File: config.mk
export PLATFORM = sky130hd
export DESIGN_NAME = line_fill_ctrl_flat
export DESIGN_NICKNAME = d
export VERILOG_FILES = /design/src/rtl/line_fill_ctrl_if.sv /design/src/rtl/line_fill_ctrl.sv /design/src/flat_wrapper.sv
export SDC_FILE = /design/constraint.sdc
export NUM_CORES = 1
export LEC_CHECK = 0
export ABC_AREA = 1
export BUFFER_PORTS_ARGS = -buffer_cell sky130_fd_sc_hd__buf_2
export CORE_ASPECT_RATIO = 1.2
export CORE_MARGIN = 2
export CORE_UTILIZATION = 55
export DETAILED_ROUTE_END_ITERATION = 7
export GPL_ROUTABILITY_DRIVEN = 0
export GPL_TIMING_DRIVEN = 0
export PLACE_DENSITY = 0.79
export SLEW_MARGIN = 25
export SYNTH_ARGS = -nofsm -noshare
export SYNTH_HDL_FRONTEND = slang
export SYNTH_SLANG_ARGS = --single-unit
File: constraint.sdc
create_clock -name clk -period 2.1 [get_ports clk]
set_clock_uncertainty 0.2 [all_clocks]
set_input_delay 0.42 -clock clk [delete_from_list [all_inputs] [get_ports clk]]
set_output_delay 0.42 -clock clk [all_outputs]
set_load 0.02 [all_outputs]
File: src/rtl/line_fill_ctrl_if.sv
// Cache-miss / memory-word / line-fill signal bundle for line_fill_ctrl.
// master = fill controller, slave = cache + memory side.
interface line_fill_ctrl_if #(
  parameter int ADDR_W = 28,
  parameter int DATA_W = 32,
  parameter int WORDS  = 4
);
  logic                    miss_valid;
  logic [ADDR_W-1:0]       miss_addr;
  logic                    miss_ready;
  logic                    mem_req;
  logic [ADDR_W-1:0]       mem_addr;
  logic                    mem_ack;
  logic [DATA_W-1:0]       mem_rdata;
  logic                    fill_valid;
  logic [ADDR_W-1:0]       fill_base;
  logic [DATA_W*WORDS-1:0] fill_line;
  logic                    fill_err;

  modport master (
    input  miss_valid, miss_addr, mem_ack, mem_rdata,
    output miss_ready, mem_req, mem_addr, fill_valid, fill_base, fill_line, fill_err
  );

  modport slave (
    output miss_valid, miss_addr, mem_ack, mem_rdata,
    input  miss_ready, mem_req, mem_addr, fill_valid, fill_base, fill_line, fill_err
  );
endinterface

File: src/rtl/line_fill_ctrl.sv
// Line fill requester: fetches WORDS words critical-word-first with wrap inside the line,
// assembles them by line offset and presents the finished line with a one-cycle pulse.
module line_fill_ctrl #(
  parameter int ADDR_W  = 28,
  parameter int DATA_W  = 32,
  parameter int WORDS   = 4,
  parameter int TIMEOUT = 64
) (
  input  logic             clk,
  input  logic             rst_n,
  line_fill_ctrl_if.master bus
);
  localparam int OFS_W = $clog2(WORDS);
  localparam int TO_W  = $clog2(TIMEOUT);
  localparam int HI_W  = ADDR_W - OFS_W;

  typedef enum logic [1:0] {IDLE, FETCH, DONE, ERR} state_t;

  state_t                       state, nxt;
  logic [HI_W-1:0]              base_hi;
  logic [OFS_W-1:0]             ofs;
  logic [OFS_W-1:0]             cnt;
  logic [TO_W-1:0]              tcnt;
  logic [WORDS-1:0][DATA_W-1:0] lbuf, slot_d, line_q;
  logic [ADDR_W-1:0]            base_q;
  logic                         acc, ack_ok, last;

  assign acc    = bus.miss_valid & (state == IDLE);
  assign ack_ok = bus.mem_ack & (state == FETCH);
  assign last   = ack_ok & (cnt == OFS_W'(WORDS - 1));

  // Arriving word is merged by offset so the final ack can publish the full line directly.
  always_comb begin
    slot_d = lbuf;
    for (int i = 0; i < WORDS; i++)
      if (ack_ok && ofs == OFS_W'(i)) slot_d[i] = bus.mem_rdata;
  end

  always_comb begin
    nxt = state;
    case (state)
      IDLE:    if (bus.miss_valid) nxt = FETCH;
      FETCH: begin
        if (ack_ok) begin
          if (last) nxt = DONE;
        end else if (tcnt == TO_W'(TIMEOUT - 1)) begin
          nxt = ERR;
        end
      end
      DONE:    nxt = IDLE;
      ERR:     nxt = IDLE;
      default: nxt = IDLE;
    endcase
  end

  always_ff @(posedge clk or negedge rst_n) begin
    if (!rst_n) state <= IDLE;
    else        state <= nxt;
  end

  always_ff @(posedge clk or negedge rst_n) begin
    if (!rst_n) begin
      base_hi <= '0;
      ofs     <= '0;
      cnt     <= '0;
      tcnt    <= '0;
      lbuf    <= '0;
    end else if (acc) begin
      base_hi <= bus.miss_addr[ADDR_W-1:OFS_W];
      ofs     <= bus.miss_addr[OFS_W-1:0];
      cnt     <= '0;
      tcnt    <= '0;
    end else if (ack_ok) begin
      lbuf <= slot_d;
      ofs  <= ofs + 1'b1;  // wraps inside the line, base never carries
      cnt  <= cnt + 1'b1;
      tcnt <= '0;
    end else if (state == FETCH) begin
      tcnt <= tcnt + 1'b1;
    end
  end

  // Published line only changes on a completed fill; an aborted fill leaves it intact.
  always_ff @(posedge clk or negedge rst_n) begin
    if (!rst_n) begin
      line_q <= '0;
      base_q <= '0;
    end else if (last) begin
      line_q <= slot_d;
      base_q <= {base_hi, {OFS_W{1'b0}}};
    end
  end

  assign bus.miss_ready = (state == IDLE);
  assign bus.mem_req    = (state == FETCH);
  assign bus.mem_addr   = {base_hi, ofs};
  assign bus.fill_valid = (state == DONE);
  assign bus.fill_err   = (state == ERR);
  assign bus.fill_base  = base_q;
  assign bus.fill_line  = line_q;
endmodule

File: src/flat_wrapper.sv
// flat-port wrapper written by rule: the top's interface ports become plain ports
module line_fill_ctrl_flat 
#(
  parameter int ADDR_W  = 28,
  parameter int DATA_W  = 32,
  parameter int WORDS   = 4,
  parameter int TIMEOUT = 64
)
  (clk, rst_n, bus_miss_valid, bus_miss_addr, bus_mem_ack, bus_mem_rdata, bus_miss_ready, bus_mem_req, bus_mem_addr, bus_fill_valid, bus_fill_base, bus_fill_line, bus_fill_err);
  line_fill_ctrl_if #(.ADDR_W(ADDR_W), .DATA_W(DATA_W), .WORDS(WORDS)) bus_i ();
  input  logic clk;
  input  logic rst_n;
  input wire logic [$bits(bus_i.miss_valid)-1:0] bus_miss_valid;
  input wire logic [$bits(bus_i.miss_addr)-1:0] bus_miss_addr;
  input wire logic [$bits(bus_i.mem_ack)-1:0] bus_mem_ack;
  input wire logic [$bits(bus_i.mem_rdata)-1:0] bus_mem_rdata;
  output wire logic [$bits(bus_i.miss_ready)-1:0] bus_miss_ready;
  output wire logic [$bits(bus_i.mem_req)-1:0] bus_mem_req;
  output wire logic [$bits(bus_i.mem_addr)-1:0] bus_mem_addr;
  output wire logic [$bits(bus_i.fill_valid)-1:0] bus_fill_valid;
  output wire logic [$bits(bus_i.fill_base)-1:0] bus_fill_base;
  output wire logic [$bits(bus_i.fill_line)-1:0] bus_fill_line;
  output wire logic [$bits(bus_i.fill_err)-1:0] bus_fill_err;
  assign bus_i.miss_valid = bus_miss_valid;
  assign bus_i.miss_addr = bus_miss_addr;
  assign bus_i.mem_ack = bus_mem_ack;
  assign bus_i.mem_rdata = bus_mem_rdata;
  assign bus_miss_ready = bus_i.miss_ready;
  assign bus_mem_req = bus_i.mem_req;
  assign bus_mem_addr = bus_i.mem_addr;
  assign bus_fill_valid = bus_i.fill_valid;
  assign bus_fill_base = bus_i.fill_base;
  assign bus_fill_line = bus_i.fill_line;
  assign bus_fill_err = bus_i.fill_err;
  line_fill_ctrl #(.ADDR_W(ADDR_W), .DATA_W(DATA_W), .WORDS(WORDS), .TIMEOUT(TIMEOUT)) u_core (.clk(clk), .rst_n(rst_n), .bus(bus_i));
endmodule
# == Yosys cells after proc, flatten, opt, wreduce, memory -nomap -nowiden ==
# Cells that the tools add are included.
# word_totals
reg_bits,320
in_bits,64
out_inout_bits,188
wordCells,59
# classes
add_sub_neg,3
eq_ne,11
n_mux,16
bitwise_logic,4
n_reduce_logical,11
# ops
cell,count
$mux 32,4
$mux 6,3
$mux 2,8
$eq 2x2->1 const B,5
$add 6x1->6 const B,1
$eq 6x6->1 const B,1
$pmux 2 s3,1
$add 2x1->2 const B,2
$eq 2x1->1 const B,2
$logic_and 1x1->1,4
$logic_not 2->1,2
$and 1x1->1,3
$ne 3x1->1 const B,1
$ne 3x3->1 const B,1
$reduce_and 3->1,1
$reduce_bool 3->1,1
$ne 2x2->1 const B,1
$reduce_and 2->1,1
$reduce_bool 2->1,1
$reduce_or 2->1,1
$not 1->1,1

# == Depth between registers and ports, before layout ==
# Gate-level depths: netlist (run 1).
# depth
depth_word,6
depth_mapped,8
depth_no_buf,8

# == Least setup slack after synthesis (run 1) ==
# No wires, ideal clock.
# synth_path
path_type,register to register
from,register u_core.state[0]
to,register u_core.cnt[0]
arrival_time_ns,1.494
t_required_ns,1.779
path_slack_ns,0.285
stages_incl_launch_ff,7
path_buffers,2
synth_period_minus_slack_ns,1.815
cell_sequence,dfrtp_1 -> buf_2 -> nor2_1 -> nand2_1 -> inv_2 -> buf_2 -> nor2_1
# synth_via
elab_chain_cells,3
# synth_rtl
item,line_no,rtl
from (decl),line_fill_ctrl.sv:19,"state_t state, nxt;"
from (signal assigned),line_fill_ctrl.sv:58,else state <= nxt;
$logic_not 2->1 (*),n/a,
net bus_miss_ready,flat_wrapper.sv:17,output wire logic [$bits(bus_i.miss_ready)-1:0] bus_miss_ready;
$and 1x1->1 (*),line_fill_ctrl.sv:28,assign acc = bus.miss_valid & (state == IDLE);
$mux 2 or $reduce_bool 2->1 (tied branches),n/a,
to (signal assigned),line_fill_ctrl.sv:76,cnt <= cnt + 1'b1;
to (decl),line_fill_ctrl.sv:22,logic [OFS_W-1:0] cnt;
# Mark *: on every way through the listed nets, which the timed path passes. The rest lies on a longest branch.
# A chain may end at the register's enable or synchronous reset.

# == Final worst setup path (run 1) ==
# layout_path
from,register u_core.state[1]
to,output port bus_miss_ready
# layout_via
elab_chain_cells,1
# layout_rtl
item,line_no,rtl
$logic_not 2->1,line_fill_ctrl.sv:94,assign bus.miss_ready = (state == IDLE);
to (decl),flat_wrapper.sv:17,
# No other way between the ends.

==> impl_metrics.toml, run 1 <==
[die]
start_util_pct = 55.9
core_area_sq_mm = 0.0239
ios = 252
die_h_um = 175
rows = 62
dieArea_sq_mm = 0.0256
die_w_um = 146

[global_route]
grt_pass1_wl_um = 56000
antenna_found_initial = 0
grtUsageTotal_pct = 27.2
grt_pass1_vias = 11200
gr-total-overflow = 0
grt_max_degree = 89

[timing]
drv_slew = 0
final-hold-violation-count = 0
period_minus_slack_ps = 2070
worst_pin_slew_ps = 636
whs_ps = 38.4
grt_setup_unrepaired = "yes"
fmax_ghz = 0.482
setup_violations = 0
period_share_pct = 98.7
final.setup.tns_ps = 0
slew_headroom_pct = 57.6

[worst_setup_path]
cp-end-kind = "output pin"
r2r_end = "u_core.lbuf[27]"
cp_slowest_cell = "dfrtp_1"
r2r_cells = 6
cp_common_cell = "buf_4"
cp_max_fo = 3
crit_arrival_ps = 1450
critPathRequiredTime_ps = 1480
cp_cell_sequence = "buf_4 > nor2_2 > buf_4"
r2r_start = "u_core.ofs[0]"
critPathKind = "reg2out"
cp-start-kind = "flip-flop"
slowest_delay_ps = 410
r2r_slack_ps = 100

[power]
sw_frac_of_total_pct = 38.4
ir_drop_mv = 1.17
power.switching_uw = 9990
leakagePower_uw = 0.00945
p_int_uw = 16000
power_frac_seq_pct = 40.2
p_comb_share_pct = 36.8
clkPwrFrac_pct = 23.1
power_density_mw_per_mm2 = 1570

[clocking]
cts_max_path_buffers = 3
cts_num_sinks = 320
htree_levels = 1
tritoncts = "yes"
cts_buffers = 31
clk_transition_reported_paths_ps = 70
worstSkewPairLatency_ps = 560
clockRootBuffer = "clkbuf_16"

[routing]
dr.pass1.iters = 7
ant_nets = 0
num_vias = 11200
initialDrtViolationCount = 677
drc = 0
drt-total-wl_um = 34800
routed_via_density = 5.01
wire_per_inst_um = 15.6

[cells_and_area]
drive_gt1_share_pct = 19.7
finalInstanceArea_sq_mm = 0.0166
syn_to_final_growth_pct = 24.3
diodes = 0
fin_nets = 1957

[min_path]
min_to = "u_core.lbuf[86]"
holdPathStages = 4
hold_class = "in2reg"
hp-start = "bus_mem_rdata[22]"

[placement]
place_area_sq_mm = 0.0151
portBuffers = 248
hpwl_um = 23500

[synthesis]
synthCells = 1566
ys_seq_area_share_pct = 59.9
syn_area_sq_mm = 0.0134
ys_ff_latch = 320
yosysWarnings = 0
synth_area_per_cell_sq_um = 8.53
synth_cell_types = 25

[run_status]
outcome = "complete, no violations"

[job]
maxCapViolCount = 0
[placed cells by master, fill, tap and decap left out, types with 2 or more instances in the layout]
master,Yosys,routed
clkbuf_4,0,3
clkbuf_8,0,9
conb_1,1,2
buf_4,10,18
nand4_1,4,4
buf_2,34,275
nand2_1,689,688
buf_6,0,2
inv_2,3,3
clkbuf_2,0,10
nor3_1,2,2
nand3_1,137,137
and2_1,128,128
clkinv_2,0,8
clkbuf_1,23,13
bufinv_16,0,5
ha_1,6,6
nor2_1,23,19
inv_1,175,175
nor2_2,1,5
dlygate4sd3_1,0,31
dfrtp_1,320,320
buf_16,0,3
clkbuf_16,0,31
[synth_stat cells (all sizes together)]
| cell type | number | area (sq um) |
|---|---|---|
| inv | 178 | 668 |
| buf | 44 | 245 |
| conb | 1 | 3.75 |
| o31ai | 1 | 7.51 |
| nand3 | 138 | 696 |
| xor2 | 1 | 8.76 |
| a22o | 1 | 8.76 |
| o211ai | 1 | 7.51 |
| ha | 6 | 75.1 |
| and2 | 128 | 801 |
| clkbuf | 23 | 86.3 |
| a21oi | 1 | 5.00 |
| o21bai | 1 | 7.51 |
| o21ai | 2 | 10.0 |
| nand2 | 689 | 2590 |
| nor3 | 2 | 10.0 |
| dfrtp | 320 | 8010 |
| nand4 | 4 | 25.0 |
| nor2 | 25 | 104 |
[worst max-delay path, delay by kind of cell (launching register included)]
kind / cells / cell delay, ps
buf+inv: 2 / 330
simple gates: 1 / 150
flops: 1 / 410
[cell families (layout without fill, tap and decap cells)]
| family | count (synthesis) | after routing | share of synthesized area (%) |
|---|---|---|---|
| simple gates | 986 | 986 | 31.6 |
| flops | 320 | 320 | 59.9 |
| buf+inv | 245 | 588 | 7.48 |
| compound gates | 7 | 7 | 0.346 |
| fa+ha+maj | 6 | 6 | 0.562 |
| other cells | 1 | 2 | 0.0281 |
| xor+xnor | 1 | 1 | 0.0656 |
[through the flow]
stage                     total power (uW)  cells  util, %  setup WS, ps
after floorplan                      16500   1567        -           285
after global placement               19400   2135     62.8         -5620
after detailed placement             19800   2138     63.2         -74.6
after CTS                            26000   2227     69.3          5.02
after global routing                 27600   2230     69.5         -11.9
final                                26000   2230     69.5          26.4
[cell type report]
| type | instances | area [sq um] |
|---|---|---|
| timing repair buffer | 287 | 1690 |
| sequential | 320 | 8010 |
| tap | 320 | 400 |
| buffer | 67 | 369 |
| multi-input combinational | 1002 | 4370 |
| inverter | 178 | 668 |
| clock inverter | 14 | 199 |
| fill | 1878 | 7280 |
| clock buffer | 42 | 907 |
[flip-flops by register name, summed over array words and instances (netlist names)]
| register | count |
|---|---|
| u_core.cnt | 2 |
| u_core.bus.fill_line | 128 |
| u_core.base_hi | 26 |
| u_core.state | 2 |
| u_core.ofs | 2 |
| u_core.lbuf | 128 |
| u_core.tcnt | 6 |
| u_core.bus.fill_base | 26 |
[what timing repair did]
item / CTS / global route
resized for setup: 10 / 28
setup buffers: 2 / 3
endpoints found under the setup margin: 74 / 206
endpoints found under the hold margin: 107 / 0
pin swaps: 0 / 1
hold buffers: 31 / 0
[per-layer routing]
| metal | track usage [%] | vias to the layer above | wire length [um] |
|---|---|---|---|
| met1 | 34.5 | 5350 | 13900 |
| li1 | - | 5334 | - |
| met5 | 0 | - | 0 |
| met3 | 5.38 | 73 | 2670 |
| met2 | 47.4 | 410 | 17300 |
| met4 | 8.37 | 0 | 977 |
[power groups by stage]
stage / logic (uW) / registers, uW / clock network (uW)
after detailed placement: 9300 / 10500 / 0
final: 9570 / 10500 / 6000
after global placement: 8990 / 10400 / 0
after CTS: 9490 / 10400 / 6040
after global routing: 10600 / 10700 / 6300
after floorplan: 4200 / 12300 / 0
[worst max-delay path by stage]
stage	slack, ps	from	to
5_1_grt	-10	bus_mem_ack	u_core.bus.fill_line[85]
4_1_cts	5	u_core.state[1]	bus_fill_valid
6_report	30	u_core.state[1]	bus_miss_ready
3_3_place_gp	-5620	rst_n	u_core.bus.fill_line[67]
2_1_floorplan	280	u_core.state[0]	u_core.cnt[0]
3_5_place_dp	-70	u_core.ofs[0]	u_core.lbuf[83]
No activity file was read; power rests on OpenSTA's default activity.
==> run 2: changes to the inputs <==
--- a/config.mk
+++ b/config.mk
@@ -9,11 +9,12 @@
 export BUFFER_PORTS_ARGS = -buffer_cell sky130_fd_sc_hd__buf_2
 export CORE_ASPECT_RATIO = 1.2
 export CORE_MARGIN = 2
-export CORE_UTILIZATION = 55
+export CORE_UTILIZATION = 58
+export CTS_BUF_LIST = sky130_fd_sc_hd__clkbuf_4 sky130_fd_sc_hd__clkbuf_8 sky130_fd_sc_hd__clkbuf_16
 export DETAILED_ROUTE_END_ITERATION = 7
 export GPL_ROUTABILITY_DRIVEN = 0
 export GPL_TIMING_DRIVEN = 0
-export PLACE_DENSITY = 0.79
+export PLACE_DENSITY = 0.92
 export SLEW_MARGIN = 25
 export SYNTH_ARGS = -nofsm -noshare
 export SYNTH_HDL_FRONTEND = slang
==> constraint.sdc (replaced) <==
create_clock -name clk -period 2.4 [get_ports clk]
set_clock_uncertainty 0.2 [all_clocks]
set_input_delay 0.48 -clock clk [delete_from_list [all_inputs] [get_ports clk]]
set_output_delay 0.48 -clock clk [all_outputs]
set_load 0.02 [all_outputs]
==> run 2 against run 1 <==
Global-route usage grew 3.4 points. Hold slack gained 17 ps. Final cell count down 2.3%. Final area is 1.7% lower. Setup slack better by 82 ps. Clock power down 23%. Critical path depth grew 3. Flip-flop and latch count did not move. Wire length grew 5.0%. Combinational power fell by 12%. Critical endpoint is now u_core.lbuf[66]. Largest power group unchanged. Highest routed layer is now met5.
==> impl_metrics.toml, run 2 (synthesis gave the netlist of run 1 again) <==
[run_status]
outcome = "complete, no violations"

[job]
maxCapViolCount = 0

[clocking]
post-cts-setup-buffers = 0
cts_buffers = 30
clk_transition_reported_paths_ps = 60
cts_max_path_buffers = 3
cts_num_sinks = 320
tritoncts = "yes"
htree_levels = 1
worstSkewPairLatency_ps = 560
clockRootBuffer = "clkbuf_16"

[timing]
drv_slew = 0
period_share_pct = 95.5
final.setup.tns_ps = 0
setup_violations = 0
fmax_ghz = 0.436
period_minus_slack_ps = 2290
slew_headroom_pct = 56.7
worst_pin_slew_ps = 650
final-hold-violation-count = 0
grt_setup_unrepaired = "no"

[global_route]
gr-total-overflow = 0
grt_pass1_vias = 11900
global_route.peak_usage_layer = "met2"
globalRouteMet1Util_pct = 38.1
grt_pass1_wl_um = 58700
antenna_found_initial = 1
grtUsageTotal_pct = 30.6
grt_max_degree = 86
grtUsageMet2_pct = 51.5
grt_use_met3_pct = 5.68

[routing]
wire_per_inst_um = 16.8
routed_via_density = 5.31
num_vias = 11600
ant_nets = 0
initialDrtViolationCount = 854
dr.pass1.iters = 6
drc = 0
drt-total-wl_um = 36600

[worst_setup_path]
cp_cell_sequence = "inv_1 > ha_1 > nand4_1 > clkbuf_1 > nand2_1 > and2_1"
r2r_start = "u_core.ofs[0]"
r2r_slack_ps = 110
cp-end-kind = "flip-flop"
critPathRequiredTime_ps = 2640
cp-start-kind = "flip-flop"
slowest_delay_ps = 510
cp_slowest_cell = "clkbuf_1"
cp_max_fo = 10
crit_arrival_ps = 2530
critPathKind = "reg2reg"
cp-startpoint = "u_core.ofs[0]"

[power]
power_density_mw_per_mm2 = 1370
ir_drop_mv = 0.809
leakagePower_uw = 0.00932
power.total_uw = 22300

[cells_and_area]
diodes = 0
finalInstanceArea_sq_mm = 0.0163
fin_nets = 1949
syn_to_final_growth_pct = 22.1
final_common_cell = "nand2_1"
drive_gt1_share_pct = 18.7
final_cell_mix = "nand2_1, dfrtp_1, buf_2"
nFillCells = 1542

[die]
die_w_um = 143
rows = 60
die_h_um = 170
dieArea_sq_mm = 0.0243
start_util_pct = 59.3
core_area_sq_mm = 0.0225
ios = 252

[placement]
portBuffers = 248
hpwl_um = 24400
place_area_sq_mm = 0.0151

[min_path]
hold_class = "in2reg"
hp-start = "bus_mem_ack"
==> run 2: final timing paths <==
check                                            to  cells past startpoint
min in group asynchronous        u_core.base_hi[12]                      2
max in group asynchronous  u_core.bus.fill_line[62]                      4
min                                  u_core.tcnt[0]                      2
min reg2reg                 u_core.bus.fill_base[6]                      2
max                                 u_core.lbuf[66]                      6
max reg2reg                         u_core.lbuf[66]                      6
==> run 2: critical path: cells and delay by family (launching register included) <==
family | cells | cell delay, ps
adder cells (fa/ha/maj) | 1 | 230
buffers and inverters | 2 | 620
flip-flops | 1 | 480
AND/OR/NAND/NOR | 3 | 650
==> run 2: power breakdown <==
part / internal [uW] / switching [uW]
Clock: 2610 / 2040
Sequential: 7860 / 1330
Combinational: 2920 / 5540
Total: 13400 / 8910
==> run 2: metrics by stage <==
step	utilization [%]	worst slack (ps)	std cells	hold slack (ps)
floorplan	-	585	1567	-15.6
global placement	66.4	-5170	2094	250
detailed placement	66.9	157	2098	204
CTS	72.5	117	2178	40.1
global route	72.5	1.38	2178	62.1
finish	72.5	108	2178	55.7
==> run 2: layer usage <==
metal,vias up,routed length (um)
li1,5328,-
met1,5526,13900
met2,577,18100
met3,127,2860
met4,2,1710
met5,-,13
==> run 2: repair_timing <==
action / 4_1_cts / 5_1_grt
setup endpoints to repair: 0 / 4
endpoints found under the hold margin: 70 / 0
hold buffers: 28 / 0
resized for setup: 0 / 2
==> run 2: area by class of cell <==
type | instances | area, sq um | share of cell area [%]
sequential | 320 | 8010 | 49.1
multi-input combinational | 1002 | 4360 | 26.7
timing repair buffer | 280 | 1640 | 10.1
clock buffer | 40 | 857 | 5.25
inverter | 178 | 668 | 4.09
tap | 279 | 349 | 2.14
buffer | 67 | 333 | 2.04
clock inverter | 12 | 105 | 0.644
